`src/rtl/lzrw1_group_packer_if.sv`:
```
// Item, flush and FIFO-write signals between the LZRW1 match stage, the
// group packer and the downstream byte FIFO.
interface lzrw1_group_packer_if #(
    parameter int FIFO_SIZE     = 128,
    parameter int MAX_BYTES_OUT = 16
);
    localparam int OCC_W = $clog2(FIFO_SIZE) + 1;
    localparam int NB_W  = $clog2(MAX_BYTES_OUT) + 1;

    logic                               item_valid;
    logic                               item_ready;
    logic                               item_is_copy;
    logic [7:0]                         item_literal;
    logic [11:0]                        item_offset;
    logic [4:0]                         item_length;
    logic                               flush_in;
    logic                               flush_done_out;
    logic [OCC_W-1:0]                   fifo_occupancy;
    logic [MAX_BYTES_OUT-1:0][7:0]      data_out;
    logic                               wr_en_out;
    logic [NB_W-1:0]                    num_bytes_out;
    logic                               busy_out;

    modport master (
        output item_valid, item_is_copy, item_literal, item_offset, item_length,
               flush_in, fifo_occupancy,
        input  item_ready, flush_done_out, data_out, wr_en_out, num_bytes_out, busy_out
    );

    modport slave (
        input  item_valid, item_is_copy, item_literal, item_offset, item_length,
               flush_in, fifo_occupancy,
        output item_ready, flush_done_out, data_out, wr_en_out, num_bytes_out, busy_out
    );
endinterface

```
`src/rtl/lzrw1_group_packer.sv`:
```
// Collects up to 16 LZRW1 items into a control-word-prefixed group and writes
// the group into the byte FIFO in chunks of up to MAX_BYTES_OUT bytes.
module lzrw1_group_packer #(
    parameter int FIFO_SIZE     = 128,
    parameter int MAX_BYTES_OUT = 16
) (
    input  logic                  clk,
    input  logic                  reset,
    lzrw1_group_packer_if.slave   bus
);
    localparam int NB_W = $clog2(MAX_BYTES_OUT) + 1;

    typedef enum logic {COLLECT, EMIT} state_t;

    state_t      state;
    logic [7:0]  gbuf [32];      // item bytes; the two control bytes are muxed in on emit
    logic [15:0] ctrl;
    logic [4:0]  item_count;
    logic [5:0]  item_bytes;
    logic [5:0]  ptr;
    logic        flush_pending;
    logic        flush_done;

    logic        accept;
    logic        flush_req;
    logic        can_write;
    logic        last_chunk;
    logic [4:0]  len_m3;
    int          total_bytes;
    int          remaining;
    int          chunk;
    int          room;

    assign bus.item_ready     = (state == COLLECT) && !reset;
    assign accept             = bus.item_valid && bus.item_ready;
    assign flush_req          = bus.flush_in || flush_pending;
    assign len_m3             = bus.item_length - 5'd3;
    assign bus.flush_done_out = flush_done;
    assign bus.busy_out       = (state == EMIT) || flush_pending;

    assign total_bytes = int'(item_bytes) + 2;
    assign remaining   = total_bytes - int'(ptr);
    assign chunk       = (remaining < MAX_BYTES_OUT) ? remaining : MAX_BYTES_OUT;
    assign room        = FIFO_SIZE - int'(bus.fifo_occupancy);
    // Writes are suppressed while reset is held so a reset during EMIT drops the group cleanly.
    assign can_write   = (state == EMIT) && !reset && (room >= chunk);
    assign last_chunk  = (int'(ptr) + chunk) == total_bytes;

    assign bus.wr_en_out     = can_write;
    assign bus.num_bytes_out = can_write ? NB_W'(chunk) : '0;

    always_comb begin
        bus.data_out = '0;
        for (int i = 0; i < MAX_BYTES_OUT; i++) begin
            int k;
            k = int'(ptr) + i;
            if (can_write && i < chunk) begin
                if (k == 0)      bus.data_out[i] = ctrl[7:0];
                else if (k == 1) bus.data_out[i] = ctrl[15:8];
                else             bus.data_out[i] = gbuf[5'(k - 2)];
            end
        end
    end

    // NOTE: the byte buffer has no reset; bytes past the current count are never
    // read, so clearing it would only add reset fan-out to a plain register file.
    always_ff @(posedge clk) begin
        if (accept) begin
            if (bus.item_is_copy) begin
                gbuf[item_bytes[4:0]]        <= {bus.item_offset[11:8], len_m3[3:0]};
                gbuf[item_bytes[4:0] + 5'd1] <= bus.item_offset[7:0];
            end else begin
                gbuf[item_bytes[4:0]] <= bus.item_literal;
            end
        end
        if (accept && bus.item_is_copy)
            assert (bus.item_length >= 5'd3 && bus.item_length <= 5'd18);
    end

    // NOTE: every state register uses non-blocking assignment; later assignments in
    // the same branch (e.g. ptr cleared on the last chunk) deliberately override earlier ones.
    always_ff @(posedge clk) begin
        if (reset) begin
            state         <= COLLECT;
            ctrl          <= '0;
            item_count    <= '0;
            item_bytes    <= '0;
            ptr           <= '0;
            flush_pending <= 1'b0;
            flush_done    <= 1'b0;
        end else begin
            flush_done <= 1'b0;
            case (state)
                COLLECT: begin
                    if (accept) begin
                        ctrl[item_count[3:0]] <= bus.item_is_copy;
                        item_count            <= item_count + 5'd1;
                        item_bytes            <= item_bytes + (bus.item_is_copy ? 6'd2 : 6'd1);
                    end
                    if ((accept && item_count == 5'd15) ||
                        (flush_req && (accept || item_count != 5'd0))) begin
                        state         <= EMIT;
                        ptr           <= '0;
                        flush_pending <= flush_req;
                    end else if (flush_req) begin
                        flush_done    <= 1'b1;
                        flush_pending <= 1'b0;
                    end
                end
                EMIT: begin
                    if (bus.flush_in)
                        flush_pending <= 1'b1;
                    if (can_write) begin
                        ptr <= ptr + 6'(chunk);
                        if (last_chunk) begin
                            state      <= COLLECT;
                            ctrl       <= '0;
                            item_count <= '0;
                            item_bytes <= '0;
                            ptr        <= '0;
                            if (flush_pending || bus.flush_in) begin
                                flush_done    <= 1'b1;
                                flush_pending <= 1'b0;
                            end
                        end
                    end
                end
                default: state <= COLLECT;
            endcase
        end
    end
endmodule

```
`src/flat_wrapper.sv`:
```
// flat-port wrapper written by rule: the top's interface ports become plain ports
module lzrw1_group_packer_flat 
#(
    parameter int FIFO_SIZE     = 128,
    parameter int MAX_BYTES_OUT = 16
)
  (clk, reset, bus_item_valid, bus_item_is_copy, bus_item_literal, bus_item_offset, bus_item_length, bus_flush_in, bus_fifo_occupancy, bus_item_ready, bus_flush_done_out, bus_data_out, bus_wr_en_out, bus_num_bytes_out, bus_busy_out);
  lzrw1_group_packer_if #(.FIFO_SIZE(FIFO_SIZE), .MAX_BYTES_OUT(MAX_BYTES_OUT)) bus_i ();
  input  logic clk;
  input  logic reset;
  input wire logic [$bits(bus_i.item_valid)-1:0] bus_item_valid;
  input wire logic [$bits(bus_i.item_is_copy)-1:0] bus_item_is_copy;
  input wire logic [$bits(bus_i.item_literal)-1:0] bus_item_literal;
  input wire logic [$bits(bus_i.item_offset)-1:0] bus_item_offset;
  input wire logic [$bits(bus_i.item_length)-1:0] bus_item_length;
  input wire logic [$bits(bus_i.flush_in)-1:0] bus_flush_in;
  input wire logic [$bits(bus_i.fifo_occupancy)-1:0] bus_fifo_occupancy;
  output wire logic [$bits(bus_i.item_ready)-1:0] bus_item_ready;
  output wire logic [$bits(bus_i.flush_done_out)-1:0] bus_flush_done_out;
  output wire logic [$bits(bus_i.data_out)-1:0] bus_data_out;
  output wire logic [$bits(bus_i.wr_en_out)-1:0] bus_wr_en_out;
  output wire logic [$bits(bus_i.num_bytes_out)-1:0] bus_num_bytes_out;
  output wire logic [$bits(bus_i.busy_out)-1:0] bus_busy_out;
  assign bus_i.item_valid = bus_item_valid;
  assign bus_i.item_is_copy = bus_item_is_copy;
  assign bus_i.item_literal = bus_item_literal;
  assign bus_i.item_offset = bus_item_offset;
  assign bus_i.item_length = bus_item_length;
  assign bus_i.flush_in = bus_flush_in;
  assign bus_i.fifo_occupancy = bus_fifo_occupancy;
  assign bus_item_ready = bus_i.item_ready;
  assign bus_flush_done_out = bus_i.flush_done_out;
  assign bus_data_out = bus_i.data_out;
  assign bus_wr_en_out = bus_i.wr_en_out;
  assign bus_num_bytes_out = bus_i.num_bytes_out;
  assign bus_busy_out = bus_i.busy_out;
  lzrw1_group_packer #(.FIFO_SIZE(FIFO_SIZE), .MAX_BYTES_OUT(MAX_BYTES_OUT)) u_core (.clk(clk), .reset(reset), .bus(bus_i));
endmodule
```
`config.mk`:
```
export PLATFORM = sky130hd
export DESIGN_NAME = lzrw1_group_packer_flat
export DESIGN_NICKNAME = d
export VERILOG_FILES = /design/src/rtl/lzrw1_group_packer_if.sv /design/src/rtl/lzrw1_group_packer.sv /design/src/flat_wrapper.sv
export SDC_FILE = /design/constraint.sdc
export NUM_CORES = 2
export LEC_CHECK = 0
export CAP_MARGIN = 10
export CORE_ASPECT_RATIO = 1.1
export CORE_MARGIN = 2
export CORE_UTILIZATION = 35
export DETAILED_ROUTE_END_ITERATION = 7
export PLACE_DENSITY = 0.59
export SYNTH_ARGS = -nofsm -noshare
export SYNTH_HDL_FRONTEND = slang
export SYNTH_SLANG_ARGS = --single-unit
```
`constraint.sdc`:
```
create_clock -name clk -period 14.9 [get_ports clk]
set_clock_uncertainty 0.2 [all_clocks]
set_input_delay 2.98 -clock clk [delete_from_list [all_inputs] [get_ports clk]]
set_output_delay 2.98 -clock clk [all_outputs]
set_load 0.01 [all_outputs]
```
==> metrics.cfg <==
[place]
hpwl_um=112000
io_buffers=173
gp_congestion=1.06
pre_cts_ws_ns=4.75

[critical_path]
critical-path-max-stage-delay_ns=0.68
critPathKind=flip-flop to primary output
worst_ep_required_time_ns=11.72
crit_arrival_ns=7.17
worstPathMaxFanout=26
worstPathCellList=buf_4, ha_1, nand3_1, xnor2_1, ha_1, or3b_1, nand3_1, a311oi_1, o221ai_1, buf_4, and2_1, or2_1, ha_1, a21o_1, a21oi_1, o211ai_1, nand2_1, a211o_1, a211oi_1, clkdlybuf4s50_1
end_kind=primary output
r2r_cells=26
crit_buf_inv=3
cp_slowest_cell=clkdlybuf4s50_1
start_kind=flip-flop
crit_family=compound AO/OA/AOI/OAI gates
cp_num_cells=20
cp_common_cell=ha_1

[yosys]
syn_inst=3105
synth-simple-area-share_pct=11.2
synth_area_leaders=edfxtp_1, mux4_2, mux2i_1
synth_top_family_by_area=multiplexers
yosysMostFrequentCell=nand2_1
synth_top_area_cell=edfxtp_1
synthArstFlopShare_pct=0
synth-seq-area-share_pct=25.0
synth_top_area_share_pct=22.9
synth-compound-area-share_pct=12.1
synth_cell_types=102
syn_area_um2=33600
ys_warn_count=0
syn_nets=3211
synth.top_cells.by_count=nand2_1, mux4_2, mux2i_1
synthAdderAreaFrac_pct=2.60
synth-edff-count=256
ys_seq_elements=292
synthMuxAreaShare_pct=41.1
synth.avg_cell_area_um2=10.8
ys.flop_type=edfxtp_1
synthXorXnorAreaFrac_pct=2.84

[drt]
drt_wl_total_um=148000
num_vias=29100
drtIter0Drc=4425
drt_first_pass_iters=6
avgViaCountPerCell=6.62
wl_per_cell_um=33.6
drc=0
ant_nets=0

[clock_network]
htree_levels=2
cts_buffer_depth=3
cts_buffers=35
post_cts_buffers=0
path_clk_slew_ns=0.06
clock_latency_ns=0.56
cts-root-buf=clkbuf_16
ctsHoldBuffers=0
ctsResizeCount=0
cts.sinks=292
cts_tree=yes

[pwr]
power.leakage_nw=12.4
power_density_nw_per_um2=104
power_frac_comb_pct=53.6
power.share.switching_pct=43.2
pwr-share-clk_pct=22.5
ir_worst_vdd_v=0.0000873
p_int_mw=2.21
p_sw_mw=1.68
seq_power_share_pct=24.0

[cells_and_area]
drive_above_1_share_pct=26.0
syn_to_final_growth_pct=10.9
final_nets=3206
n_antenna_cell=0
final_util_pct=39.0

[global_routing]
grtUsageTotal_pct=29.3
grt_first_pass_wirelength_um=206000
grt_pass1_vias=26600
antenna_found_initial=5
overflow=0
grt_max_degree=126

[status]
status=completed

[timing]
tightest_slew_ns=1.25
tns_ns=0
relSlewSlack_pct=15.9
period_share_pct=69.4
maxSlewViolCount=0
setup_slack_ns=4.55
rsz0062_at_grt=no
finalHoldViolCount=0
finalSetupViolCount=0
clock.fmax_mhz=96.7
fin_crit_ns=10.35

[die]
die_area_um2=98500
core_um2=95400
io_pins=175
dieWidth_um=299
start_util_pct=35.2
std_cell_rows=119
die_h_um=329

[flow_run]
maxCapViolCount=0

[min_path]
hp-class=flip-flop to flip-flop
min_path_cells=2

[cells in the final DEF, fill, tap and decap left out, types with 27 or more instances in the layout]
| cell | netlist | layout |
|---|---|---|
| edfxtp_1 | 256 | 256 |
| ha_1 | 65 | 61 |
| o211ai_1 | 31 | 31 |
| nand2_1 | 342 | 342 |
| nand3_1 | 50 | 50 |
| clkdlybuf4s50_1 | 0 | 169 |
| a21oi_1 | 121 | 121 |
| mux2_2 | 235 | 235 |
| nor3_1 | 83 | 83 |
| mux4_2 | 340 | 340 |
| mux2_1 | 27 | 27 |
| dfxtp_1 | 36 | 33 |
| o21ai_0 | 66 | 63 |
| xnor2_1 | 42 | 38 |
| o22ai_1 | 112 | 112 |
| buf_4 | 34 | 70 |
| clkbuf_16 | 0 | 35 |
| mux2i_1 | 312 | 312 |
| a211oi_1 | 54 | 54 |
| nor2_1 | 157 | 157 |
| inv_1 | 65 | 65 |
[final timing paths]
path                 endpoint  slack, ns            startpoint
max          bus_data_out[29]       4.55  u_core.item_bytes[2]
min            u_core.ctrl[0]       0.31        u_core.ctrl[0]
max reg2reg    u_core.ctrl[4]       7.48  u_core.item_bytes[2]
min reg2reg    u_core.ctrl[0]       0.31        u_core.ctrl[0]
[cell families after synthesis]
kind of cell               count (synthesis)
AOI/OAI and AO/OA                        571
buffers and inverters                    363
xor gates and xnor gates                  80
adders and majority gates                 68
muxes                                    917
and+or+nand+nor                          814
DFF                                      292
[metal layers]
metal / up-vias / wire [µm] / GRT usage, %
met3: 360 / 16100 / 5.36
met4: 6 / 11400 / 18.5
li1: 12200 / - / -
met5: - / 37 / 0
met1: 14500 / 54500 / 37.9
met2: 2003 / 65500 / 45.4
[state kept, by name, indices dropped and copies added (netlist names)]
register                   count
u_core.bus.flush_done_out      1
u_core.item_bytes              6
u_core.state                   1
u_core.ptr                     6
u_core.item_count              5
u_core.ctrl                   16
u_core.flush_pending           1
u_core.gbuf                  256
[per-stage QoR]
stage / hold slack [ns] / std cells / cell area, µm² / total power [mW]
2_1_floorplan: 0.319 / 3105 / 33600 / 2.25
3_3_place_gp: 0.280 / 4330 / 36100 / 2.94
3_5_place_dp: 0.296 / 4330 / 36100 / 2.95
4_1_cts: 0.310 / 4392 / 37200 / 3.83
5_1_grt: 0.387 / 4395 / 37200 / 4.00
6_report: 0.307 / 4395 / 37200 / 3.89
[layout make-up]
cell class                      count  area [µm²]
Clock inverter                     15         191
Inverter                           75         282
Sequential cell                   292        8420
Timing Repair Buffer              246        2280
Multi-Input combinational cell   2450       23600
Tap cell                         1270        1590
Fill cell                        9336       58200
Clock buffer                       47         931
[power by group through the flow]
stage	Clock [mW]	Sequential (mW)	Combinational, mW
global placement	0	0.947	1.99
CTS	0.882	0.930	2.01
detailed placement	0	0.948	2.01
floorplan	0	0.935	1.32
finish	0.875	0.932	2.08
global route	0.909	0.932	2.16
[worst reg2reg max path, delay by kind of cell, from the launching register on]
kind	cells	cell delay, ns
AOI/OAI and AO/OA	6	1.20
xor gates and xnor gates	1	0.35
adders and majority gates	5	1.74
buffers and inverters	4	1.06
DFF	1	0.30
and+or+nand+nor	10	2.43
Note: power is estimated with default switching activity, not from simulation.
